===== src/rtl/micro_seq_ctrl_if.sv =====
// Bundles the controller-side (start/abort/config/done) and datapath-side
// (t strobes, x/y flags) signals of micro_seq_ctrl.
// master = the controller/datapath driving the sequencer, slave = the sequencer.
interface micro_seq_ctrl_if #(
  parameter int AW = 4,
  parameter int NT = 9
);
  logic              start;
  logic              abort;
  logic              x;
  logic              y;
  logic              cfg_we;
  logic [AW-1:0]     cfg_addr;
  logic [NT+AW+1:0]  cfg_data;
  logic              cfg_rdy;
  logic [NT-1:0]     t;
  logic              busy;
  logic              done;
  logic              err;
  logic [AW-1:0]     upc;

  modport master (
    output start, abort, x, y, cfg_we, cfg_addr, cfg_data,
    input  cfg_rdy, t, busy, done, err, upc
  );

  modport slave (
    input  start, abort, x, y, cfg_we, cfg_addr, cfg_data,
    output cfg_rdy, t, busy, done, err, upc
  );
endinterface


===== src/rtl/micro_seq_ctrl.sv =====
// Microprogrammed sequencer: steps through a writable microword table from a
// start pulse, drives the t strobes of the current word, branches on x/y and
// finishes with a one-cycle done pulse (err set on timeout or abort).
// Microword layout: {t[NT-1:0], cond[1:0], a[AW-1:0]}.
// Optional feature macro: AUTOMAT_SINGLE_STEP_EN adds a 'step' input that
// gates microprogram advance in RUN.
module micro_seq_ctrl #(
  parameter int AW      = 4,
  parameter int NT      = 9,
  parameter int TIMEOUT = 255
) (
  input logic clk,
  input logic res,
`ifdef AUTOMAT_SINGLE_STEP_EN
  input logic step,
`endif
  micro_seq_ctrl_if.slave bus
);

  localparam int WW    = NT + 2 + AW;
  localparam int DEPTH = 1 << AW;
  localparam int CW    = $clog2(TIMEOUT + 2);

  typedef enum logic [1:0] {IDLE, RUN, DONE} state_t;
  typedef enum logic [1:0] {
    COND_JMP = 2'b00,
    COND_X   = 2'b01,
    COND_Y   = 2'b10,
    COND_END = 2'b11
  } cond_t;

  localparam logic [WW-1:0] RESET_WORD = {{NT{1'b0}}, 2'b11, {AW{1'b0}}};

  state_t        state;
  logic [AW-1:0] upc;
  logic [CW-1:0] step_cnt;
  logic          err_flag;
  logic [WW-1:0] table_mem [DEPTH];

  logic [WW-1:0] word;
  logic [NT-1:0] word_t;
  cond_t         word_cond;
  logic [AW-1:0] word_a;
  logic [AW-1:0] next_upc;
  logic          advance;
  logic          timeout_hit;

  assign word      = table_mem[upc];
  assign word_t    = word[WW-1 -: NT];
  assign word_cond = cond_t'(word[AW+1 -: 2]);
  assign word_a    = word[AW-1:0];

`ifdef AUTOMAT_SINGLE_STEP_EN
  assign advance = step;
`else
  assign advance = 1'b1;
`endif

  generate
    if (TIMEOUT == 0) begin : g_no_timeout
      assign timeout_hit = 1'b0;
    end else begin : g_timeout
      assign timeout_hit = (step_cnt == CW'(TIMEOUT - 1));
    end
  endgenerate

  // Branch target for the current microword (END is handled by the FSM).
  always_comb begin
    // NOTE: default assigned first so every path drives next_upc (no latch);
    // combinational blocks use blocking '=' while clocked blocks use '<='.
    next_upc = upc + AW'(1);
    case (word_cond)
      COND_JMP: next_upc = word_a;
      COND_X:   if (bus.x) next_upc = word_a;
      COND_Y:   if (bus.y) next_upc = word_a;
      default:  ;
    endcase
  end

  // Microword table: cleared to END words on reset, writable only in IDLE.
  always_ff @(posedge clk) begin
    if (!res) begin
      // NOTE: the table is in the reset domain because a freshly reset
      // sequencer must see END in every word; this forces flops, not RAM.
      for (int i = 0; i < DEPTH; i++) table_mem[i] <= RESET_WORD;
    end else if (state == IDLE && bus.cfg_we) begin
      table_mem[bus.cfg_addr] <= bus.cfg_data;
    end
  end

  // Sequencer FSM: IDLE -> RUN (one microword per advancing cycle) -> DONE.
  always_ff @(posedge clk) begin
    if (!res) begin
      state    <= IDLE;
      upc      <= '0;
      step_cnt <= '0;
      err_flag <= 1'b0;
    end else begin
      case (state)
        IDLE: begin
          if (bus.start) begin
            upc      <= '0;
            step_cnt <= '0;
            err_flag <= 1'b0;
            state    <= RUN;
          end
        end
        RUN: begin
          if (bus.abort) begin
            err_flag <= 1'b1;
            state    <= DONE;
          end else if (advance) begin
            if (word_cond == COND_END) begin
              err_flag <= 1'b0;
              state    <= DONE;
            end else if (timeout_hit) begin
              err_flag <= 1'b1;
              state    <= DONE;
            end else begin
              upc      <= next_upc;
              step_cnt <= step_cnt + CW'(1);
            end
          end
        end
        DONE:    state <= IDLE;
        default: state <= IDLE;
      endcase
    end
  end

  assign bus.t       = (state == RUN) ? word_t : '0;
  assign bus.busy    = (state == RUN);
  assign bus.done    = (state == DONE);
  assign bus.cfg_rdy = (state == IDLE);
  assign bus.err     = err_flag;
  assign bus.upc     = upc;

endmodule

===== src/flat_wrapper.sv =====
// flat-port wrapper written by rule: the top's interface ports become plain ports
module micro_seq_ctrl_flat 
#(
  parameter int AW      = 4,
  parameter int NT      = 9,
  parameter int TIMEOUT = 255
)
  (clk, res, bus_start, bus_abort, bus_x, bus_y, bus_cfg_we, bus_cfg_addr, bus_cfg_data, bus_cfg_rdy, bus_t, bus_busy, bus_done, bus_err, bus_upc);
  micro_seq_ctrl_if #(.AW(AW), .NT(NT)) bus_i ();
  input logic clk;
  input logic res;
  input wire logic [$bits(bus_i.start)-1:0] bus_start;
  input wire logic [$bits(bus_i.abort)-1:0] bus_abort;
  input wire logic [$bits(bus_i.x)-1:0] bus_x;
  input wire logic [$bits(bus_i.y)-1:0] bus_y;
  input wire logic [$bits(bus_i.cfg_we)-1:0] bus_cfg_we;
  input wire logic [$bits(bus_i.cfg_addr)-1:0] bus_cfg_addr;
  input wire logic [$bits(bus_i.cfg_data)-1:0] bus_cfg_data;
  output wire logic [$bits(bus_i.cfg_rdy)-1:0] bus_cfg_rdy;
  output wire logic [$bits(bus_i.t)-1:0] bus_t;
  output wire logic [$bits(bus_i.busy)-1:0] bus_busy;
  output wire logic [$bits(bus_i.done)-1:0] bus_done;
  output wire logic [$bits(bus_i.err)-1:0] bus_err;
  output wire logic [$bits(bus_i.upc)-1:0] bus_upc;
  assign bus_i.start = bus_start;
  assign bus_i.abort = bus_abort;
  assign bus_i.x = bus_x;
  assign bus_i.y = bus_y;
  assign bus_i.cfg_we = bus_cfg_we;
  assign bus_i.cfg_addr = bus_cfg_addr;
  assign bus_i.cfg_data = bus_cfg_data;
  assign bus_cfg_rdy = bus_i.cfg_rdy;
  assign bus_t = bus_i.t;
  assign bus_busy = bus_i.busy;
  assign bus_done = bus_i.done;
  assign bus_err = bus_i.err;
  assign bus_upc = bus_i.upc;
  micro_seq_ctrl #(.AW(AW), .NT(NT), .TIMEOUT(TIMEOUT)) u_core (.clk(clk), .res(res), .bus(bus_i));
endmodule

===== config.mk =====
export PLATFORM = sky130hd
export DESIGN_NAME = micro_seq_ctrl_flat
export DESIGN_NICKNAME = d
export VERILOG_FILES = /design/src/rtl/micro_seq_ctrl_if.sv /design/src/rtl/micro_seq_ctrl.sv /design/src/flat_wrapper.sv
export SDC_FILE = /design/constraint.sdc
export NUM_CORES = 1
export LEC_CHECK = 0
export ABC_AREA = 1
export ABC_CLOCK_PERIOD_IN_PS = 2900
export CAP_MARGIN = 40
export CORE_MARGIN = 5
export CORE_UTILIZATION = 40
export DETAILED_ROUTE_END_ITERATION = 7
export SETUP_SLACK_MARGIN = 0.4
export SYNTH_ARGS = -nofsm -noshare
export SYNTH_HDL_FRONTEND = slang
export SYNTH_SLANG_ARGS = --single-unit
export TNS_END_PERCENT = 5

===== constraint.sdc =====
create_clock -name clk -period 2.9 [get_ports clk]
set_input_delay 0.58 -clock clk [delete_from_list [all_inputs] [get_ports clk]]
set_output_delay 0.58 -clock clk [all_outputs]
set_load 0.02 [all_outputs]

==> metrics.md, run 1 <==
| Metric | Value |
|---|---|
| Outcome | finished clean |
| Area Growth Syn to Fin | 20.0% |
| Hold Path Class | flip-flop to flip-flop |
| Starting Density | between 40% and 50% |
| Num ports | 43 |
| Synth unique cells | 35 |
| Total CTS buffers | 27 |
| Post-DRT Antenna Nets | 0 |
| Register area share after synthesis | 63.1% |
| Routed WL | ~34 mm |
| Nets | about 1.4k |
| Cell family with most CP delay | compound AO/OA/AOI/OAI gates |
| Number of H-tree levels | 1 |
| CP Class | flip-flop to output pin |
| Period utilization | about 93% |
| Drt drc | 0 |
| FILL cells | approximately 2.7k |
| P_int | 0.00656 W |
| Reg power frac | 49.8% |
| Num rows | 63 |
| Syn Nets | roughly 1.3k |
| Vias in the first global route | between 9k and 10k |
| Slew headroom | a little under half |
| WL/cell | between 15 and 20 um |
| Fin. Hold Viols | 0 |
| Gr busiest metal | met2 |
| Clock skew | 0.0142 ns |
| Post-placement cell count | around 1.7k |
| Die W | 184 um |
| Worst vdd ir | approximately 440 uV |
| RSZ-0062 raised after global routing | yes |
| Critical path's largest stage delay | just under 0.4 ns |
| Synth Instances | 1270 |
| Worst-Margin Slew | between 0.8 and 0.9 ns |
| Min Tclk post-route | 2.69 ns |
| GR met1 Demand/Resource | around 28% |
| CP Max Fanout | 6 |
| CTS max path bufs | 3 |
| Combinational share of power | under 10% |
| Worst path bufs/invs | 3 |
| FF+latch count, synth | 260 |
| Leakage power | between 5 and 6 nW |
| Critical Path AT | between 2 and 2.5 ns |
| Slowest-stage cell, CP | dfxtp_4 |
| Grt met2 use | about a third |
| Final Setup Violations | 0 |
| Detail Placement HPWL | between 20 and 25 mm |
| Die area | 33700 um^2 |
| Max-cap viol count | 0 |
| Port bufs | 42 |
| Worst EP required | about 2.3 ns |
| Total number of vias | approximately 9.3k |
| Yosys top cell area share | 59.7% |
| Yosys warnings | 0 |
| Fraction of layout cells with a size suffix above 1 | 12.3% |
| Die height | ~180 um |
| Clk Latency, worst-skew pair | roughly 0.55 ns |
| Root buf cell | clkbuf_16 |
| Setup TNS | 0 ns |
| Vias per cell | about 5.3 |
| Clock sinks | between 200 and 300 |
| Net Switching | between 0.0015 and 0.002 W |
| Pin count of the biggest net entering global routing | 30 |
| Hold buffers post-CTS | 0 |
| Pwr/cell area | 590 nW/um^2 |
| Global-route wire length before repair | around 52 mm |
| Drt first pass iters | 5 |
| Main area contributors after synthesis | edfxtp_1, nor2_1, nand2_1 |
| Crit-path cells | buf_12, buf_16, o21ai_1, o22ai_2, o211ai_1, a21oi_2, buf_6 |
| Placer congestion estimate | 0.877 |
| Initial antenna violation count | 0 |
| Synthesized area | roughly 12000 um^2 |
| Avg Cell Area, Syn | 9.50 um^2 |
| Net Sw Frac | between 20% and 30% |
| Final cell count without fillers | between 1.5k and 2k |
| DR iter-0 viols | 831 |
| Startpoint Class | flip-flop |
| Clock-pin slew on the worst setup and hold paths | about 0.060 ns |
| Met3 Resource Use GR | around 2.6% |
| Clk pwr share | 41.9% |
| CTS tree | built |
| Fin. max-slew vios | 0 |
| ANT cells | 0 |
| Peak Freq | between 300 and 400 MHz |
| Global routing usage summed across all routing layers | 19.7% |
| Core Area | 29700 um^2 |
| Synth area leader | edfxtp_1 |
| GR Overflow Total | 0 |
| Worst Setup End Kind | output pin |
-- worst reg2reg max path: stages, from the launching register on --
cell and delay, ns:
dfxtp_1 0.51, inv_1 0.31, buf_4 0.31, nand3_1 0.16, nand3_2 0.11, nand2_2 0.12
nand2_2 0.11, nand2_4 0.11, nand2_4 0.12, inv_2 0.18, nand2_1 0.09, a21oi_2 0.26
-- cells by family after synthesis --
kind of cell	Yosys count	synth area share, %
simple gates	659	21.8
flops	260	63.1
fa+ha+maj	3	0.311
xor+xnor	6	0.436
buf+inv	186	6.64
compound gates	156	7.73
-- cell usage in the layout (no fill, tap or decap), types with 25 or more instances in the layout --
| master | instances |
|---|---|
| nand3_1 | 77 |
| nand2_1 | 230 |
| clkbuf_16 | 30 |
| o221ai_1 | 25 |
| clkdlybuf4s50_1 | 33 |
| inv_1 | 98 |
| edfxtp_1 | 240 |
| buf_4 | 64 |
| o21ai_0 | 63 |
| nor2_1 | 334 |
-- metal layers --
layer	routed length, um	share of wire, %
met5	0	0
met2	16200	48
met3	2690	7.9
met4	862	2.5
met1	14300	42
-- path summary, 6_finish.rpt --
path | from | slack, ns | cells past startpoint | endpoint
max | flip-flop | 0.21 | 7 | bus_t[8]
min | u_core.step_cnt[7]$_SDFFE_PN0N_ | 0.46 | 2 | u_core.step_cnt[7]$_SDFFE_PN0N_
max reg2reg | flip-flop | 0.39 | 11 | flip-flop
min reg2reg | u_core.step_cnt[7]$_SDFFE_PN0N_ | 0.46 | 2 | u_core.step_cnt[7]$_SDFFE_PN0N_
-- timing repair --
item | in CTS | in global routing
buffers inserted | 8 | 6
pin swaps | 23 | 19
endpoints found under the setup margin | 11 | 16
gates cloned | 5 | 3
gates resized for setup | 76 | 22
-- state kept, by name, indices dropped and copies added, names as in the netlist, named ones only --
name and flops:
u_core.bus.err 1, u_core.bus.upc 4, u_core.step_cnt 9, u_core.state 2, u_core.table_mem 240
-- power groups by stage --
| stage | clock (W) | combinational, W | sequential (W) |
|---|---|---|---|
| global placement | 0 | 0.000617 | 0.00434 |
| detailed placement | 0 | 0.000621 | 0.00434 |
| floorplan | 0 | 0.000381 | 0.00431 |
| finish | 0.00358 | 0.000707 | 0.00426 |
| CTS | 0.00364 | 0.000677 | 0.00425 |
| global route | 0.00378 | 0.000765 | 0.00426 |
-- per-stage QoR --
step	cell area (um^2)	hold WS, ns	power, W	utilization [%]	worst slack, ns
floorplan	12100	0.439	0.00469	-	0.568
global placement	13100	0.450	0.00495	44.2	0.195
detailed placement	13100	0.455	0.00496	44.2	0.198
CTS	14300	0.464	0.00857	48.1	0.238
global route	14500	0.497	0.00881	48.7	0.136
finish	14500	0.464	0.00854	48.7	0.207
-- synthesized netlist by cell type, drive strengths merged --
| cell | n |
|---|---|
| nor2 | 335 |
| edfxtp | 240 |
| nand2 | 235 |
| inv | 102 |
| o21ai | 86 |
| nand3 | 79 |
| clkbuf | 52 |
| buf | 31 |
| o221ai | 26 |
| a21oi | 21 |
| dfxtp | 20 |
| o211ai | 11 |
| o22ai | 11 |
| nor3 | 4 |
| ha | 3 |
| xnor2 | 3 |
| xor2 | 3 |
| nand3b | 2 |
| nand4 | 2 |
| a21boi | 1 |
| clkinv | 1 |
| nor4 | 1 |
| or2 | 1 |
-- final cells by class --
type / instances / area (um^2) / area share [%]
clock inverter: 13 / 156 / 1.08
inverter: 103 / 402 / 2.77
sequential: 260 / 7610 / 52.6
clock buffer: 37 / 763 / 5.27
timing repair inverter: 1 / 6.26 / 0.0432
timing repair buffer: 122 / 1310 / 9.02
tap: 390 / 488 / 3.37
multi-input combinational: 824 / 3740 / 25.8
Power figures use the tool's default switching activity.
==> inputs of run 2 (changes only) <==
ABC_CLOCK_PERIOD_IN_PS = 3200   (was 2900)
GPL_TIMING_DRIVEN = 0   (was unset)
SLEW_MARGIN = 10   (was unset)
clock period = 3.2 ns   (was 2.9 ns; I/O delays follow)
==> run 2 against run 1 <==
Clock-buffer cell count shrank 2. First-iteration DRC count grew 20%. Setup slack lost 0.061 ns. Power is 10% lower. Highest routed layer unchanged.
==> metrics.md, run 2 (same netlist as run 1, synthesis figures left out) <==
| Metric | Value |
|---|---|
| Initial antenna violation count | 0 (unchanged) |
| Worst Setup EP | bus_t[7] |
| Clock-pin slew on the worst setup and hold paths | 0.06 ns (about the same) |
| Clock sinks | 260 (unchanged) |
| Max-cap viol count | 0 (unchanged) |
| Most frequent cells in the layout | nor2_1, edfxtp_1, nand2_1 |
| Worst Setup End Kind | output pin |
| Port bufs | 42 (unchanged) |
| Clock skew | 0.00866 ns (-0.00557 ns) |
| Final Setup Violations | 0 (unchanged) |
| Reg2reg path depth | 8 (-3) |
| RSZ-0062 raised after global routing | yes |
| Max FFs per register | 240 (unchanged) |
| Most common cell after layout, fill and taps aside | nor2_1 |
| Biggest regs | u_core.table_mem: 240 flops, u_core.step_cnt: 9 flops, u_core.bus.upc: 4 flops |
| Startpoint Class | flip-flop |
| WL/cell | 20.1 um (+3.2%) |
| Fraction of layout cells with a size suffix above 1 | 13.3% (+1.0 points) |
| Global routing usage summed across all routing layers | 20.6% (+0.91 points) |
| Drt drc | 0 (unchanged) |
| Outcome | finished clean |
| Total number of vias | 9639 (+3.2%) |
| Vias in the first global route | 9394 (+2.6%) |
| Critical Path AT | 2.41 ns (+0.30 ns) |
| Clk Latency, worst-skew pair | 0.54 ns (about the same) |
| Root buf cell | clkbuf_16 |
| Worst EP required | 2.56 ns (+0.24 ns) |
| CP Max Fanout | 10 (+4) |
| Area Growth Syn to Fin | 23.1% |
| Detail Placement HPWL | 23.9 mm (+10%) |
| Worst R2R Start | u_core.state[0]$_SDFFE_PN0P_ |
| CTS tree | built |
| Hold Path Class | flip-flop to flip-flop |
| Slew headroom | 45.0% (-1.3 points) |
| Num ports | 43 (unchanged) |
| Num rows | 63 (unchanged) |
| Number of H-tree levels | 1 (unchanged) |
| Flop-to-flop setup slack | 0.41 ns (+0.02 ns) |
| Hold_ws | 0.470 ns (+0.00622 ns) |
| Peak Freq | ~330 MHz |
| Worst-Margin Slew | 0.822 ns (+0.0181 ns) |
| Finished Core Util | 50.0% (+1.3 points) |
| Pin count of the biggest net entering global routing | 16 (-47%) |
| CTS max path bufs | 3 (unchanged) |
| Worst vdd ir | 316 uV (-27%) |
| Final worst setup slack | 0.146 ns (-0.0610 ns) |
| Setup TNS | 0 ns (unchanged) |
| Routed WL | 35.7 mm (+4.9%) |
| Die height | 184 um (unchanged) |
| Pre-CTS setup slack | -0.685 ns (-0.883 ns) |
| Nets | 1398 (+2.2%) |
| Placer congestion estimate | 0.862 (-1.8%) |
| Design Power | 0.00766 W (-10%) |
| Fin. Hold Viols | 0 (unchanged) |
| Die W | 184 um (unchanged) |
| Total CTS buffers | 28 (+3.7%) |
| Fin. max-slew vios | 0 (unchanged) |
| Die area | 33700 um^2 (unchanged) |
| Pwr/cell area | 516 nW/um^2 (-13%) |
| Drt first pass iters | 5 (unchanged) |
| Leakage power | 5.86 nW (+1.5%) |
| Core Area | 29700 um^2 (unchanged) |
| GR Overflow Total | 0 (unchanged) |
| Period utilization | between 90% and 100% |
| Biggest register | u_core.table_mem |
| Starting Density | 40.6% (unchanged) |
| Hold buffers post-CTS | 0 (unchanged) |
| DR iter-0 viols | 1001 (+20%) |
| FILL cells | 2669 (-0.85%) |
| Min Tclk post-route | 3.05 ns |
| Global-route wire length before repair | 54.2 mm (+3.5%) |
| R2r endpoint | u_core.table_mem[8][5]$_SDFFCE_PN1P_ |
| CP Class | flip-flop to output pin |
| Vias per cell | 5.42 (+1.5%) |
| Post-DRT Antenna Nets | 0 (unchanged) |
==> run 2: changes by cell type in the layout (fill, tap and decap cells not counted), sizes merged <==
cell,change
buf,-26
bufinv,-2
clkbuf,+54
clkinv,+6
clkinvlp,-1
diode,+1
inv,-3
==> run 2: through the flow <==
stage / cell area (um^2) / instances
after floorplan: 12100 / 1270
after global placement: 13000 / 1702
after detailed placement: 13000 / 1702
after CTS: 14500 / 1769
after global routing: 14800 / 1778
final: 14900 / 1779
==> run 2: what timing repair did <==
item | 4_1_cts | 5_1_grt
cloned | 3 | 7
gates resized for setup | 190 | 49
endpoints found under the setup margin | 24 | 186
buffers inserted | 15 | 2
pin swaps | 32 | 34
==> run 2: worst min path at each step <==
stage	from	end	slack, ns	depth (start not counted)
2_1_floorplan	u_core.step_cnt[7]$_SDFFE_PN0N_	u_core.step_cnt[7]$_SDFFE_PN0N_	0.44	2
3_3_place_gp	u_core.step_cnt[7]$_SDFFE_PN0N_	u_core.step_cnt[7]$_SDFFE_PN0N_	0.45	2
3_5_place_dp	u_core.bus.err$_SDFFE_PN0P_	u_core.bus.err$_SDFFE_PN0P_	0.46	2
4_1_cts	u_core.bus.err$_SDFFE_PN0P_	u_core.bus.err$_SDFFE_PN0P_	0.47	2
5_1_grt	u_core.step_cnt[7]$_SDFFE_PN0N_	u_core.step_cnt[7]$_SDFFE_PN0N_	0.50	2
6_report	u_core.bus.err$_SDFFE_PN0P_	u_core.bus.err$_SDFFE_PN0P_	0.47	2
==> run 2: per-layer routing <==
metal / up-vias / track usage (%) / wire (um)
li1: 4446 / - / -
met1: 4585 / 29.4 / 14800
met2: 532 / 33.4 / 16400
met3: 76 / 3.23 / 3690
met4: 0 / 4.86 / 823
met5: - / 0 / 0
==> run 2: where the power goes <==
part,internal (W),switching (W)
clock,0.00171,0.00129
combinational,0.000298,0.000499
sequential,0.00382,0.0000371
total,0.00583,0.00183
==> run 2: worst max-delay path, cell delays in order (launching register included) <==
cell and delay, ns:
dfxtp_1 0.37, inv_1 0.09, clkbuf_2 0.30, buf_2 0.44
o221ai_1 0.25, nand3_1 0.18, a21oi_2 0.08, buf_6 0.15
==> run 2: layout make-up <==
cell class | instances | area [um^2] | area share (%)
tap | 390 | 488 | 3.29
antenna | 1 | 2.50 | 0.0169
clock inverter | 14 | 83.8 | 0.564
inverter | 103 | 397 | 2.67
sequential | 260 | 7610 | 51.2
timing repair buffer | 69 | 833 | 5.61
clock buffer | 35 | 748 | 5.04
buffer | 83 | 751 | 5.06
multi-input combinational | 824 | 3940 | 26.5
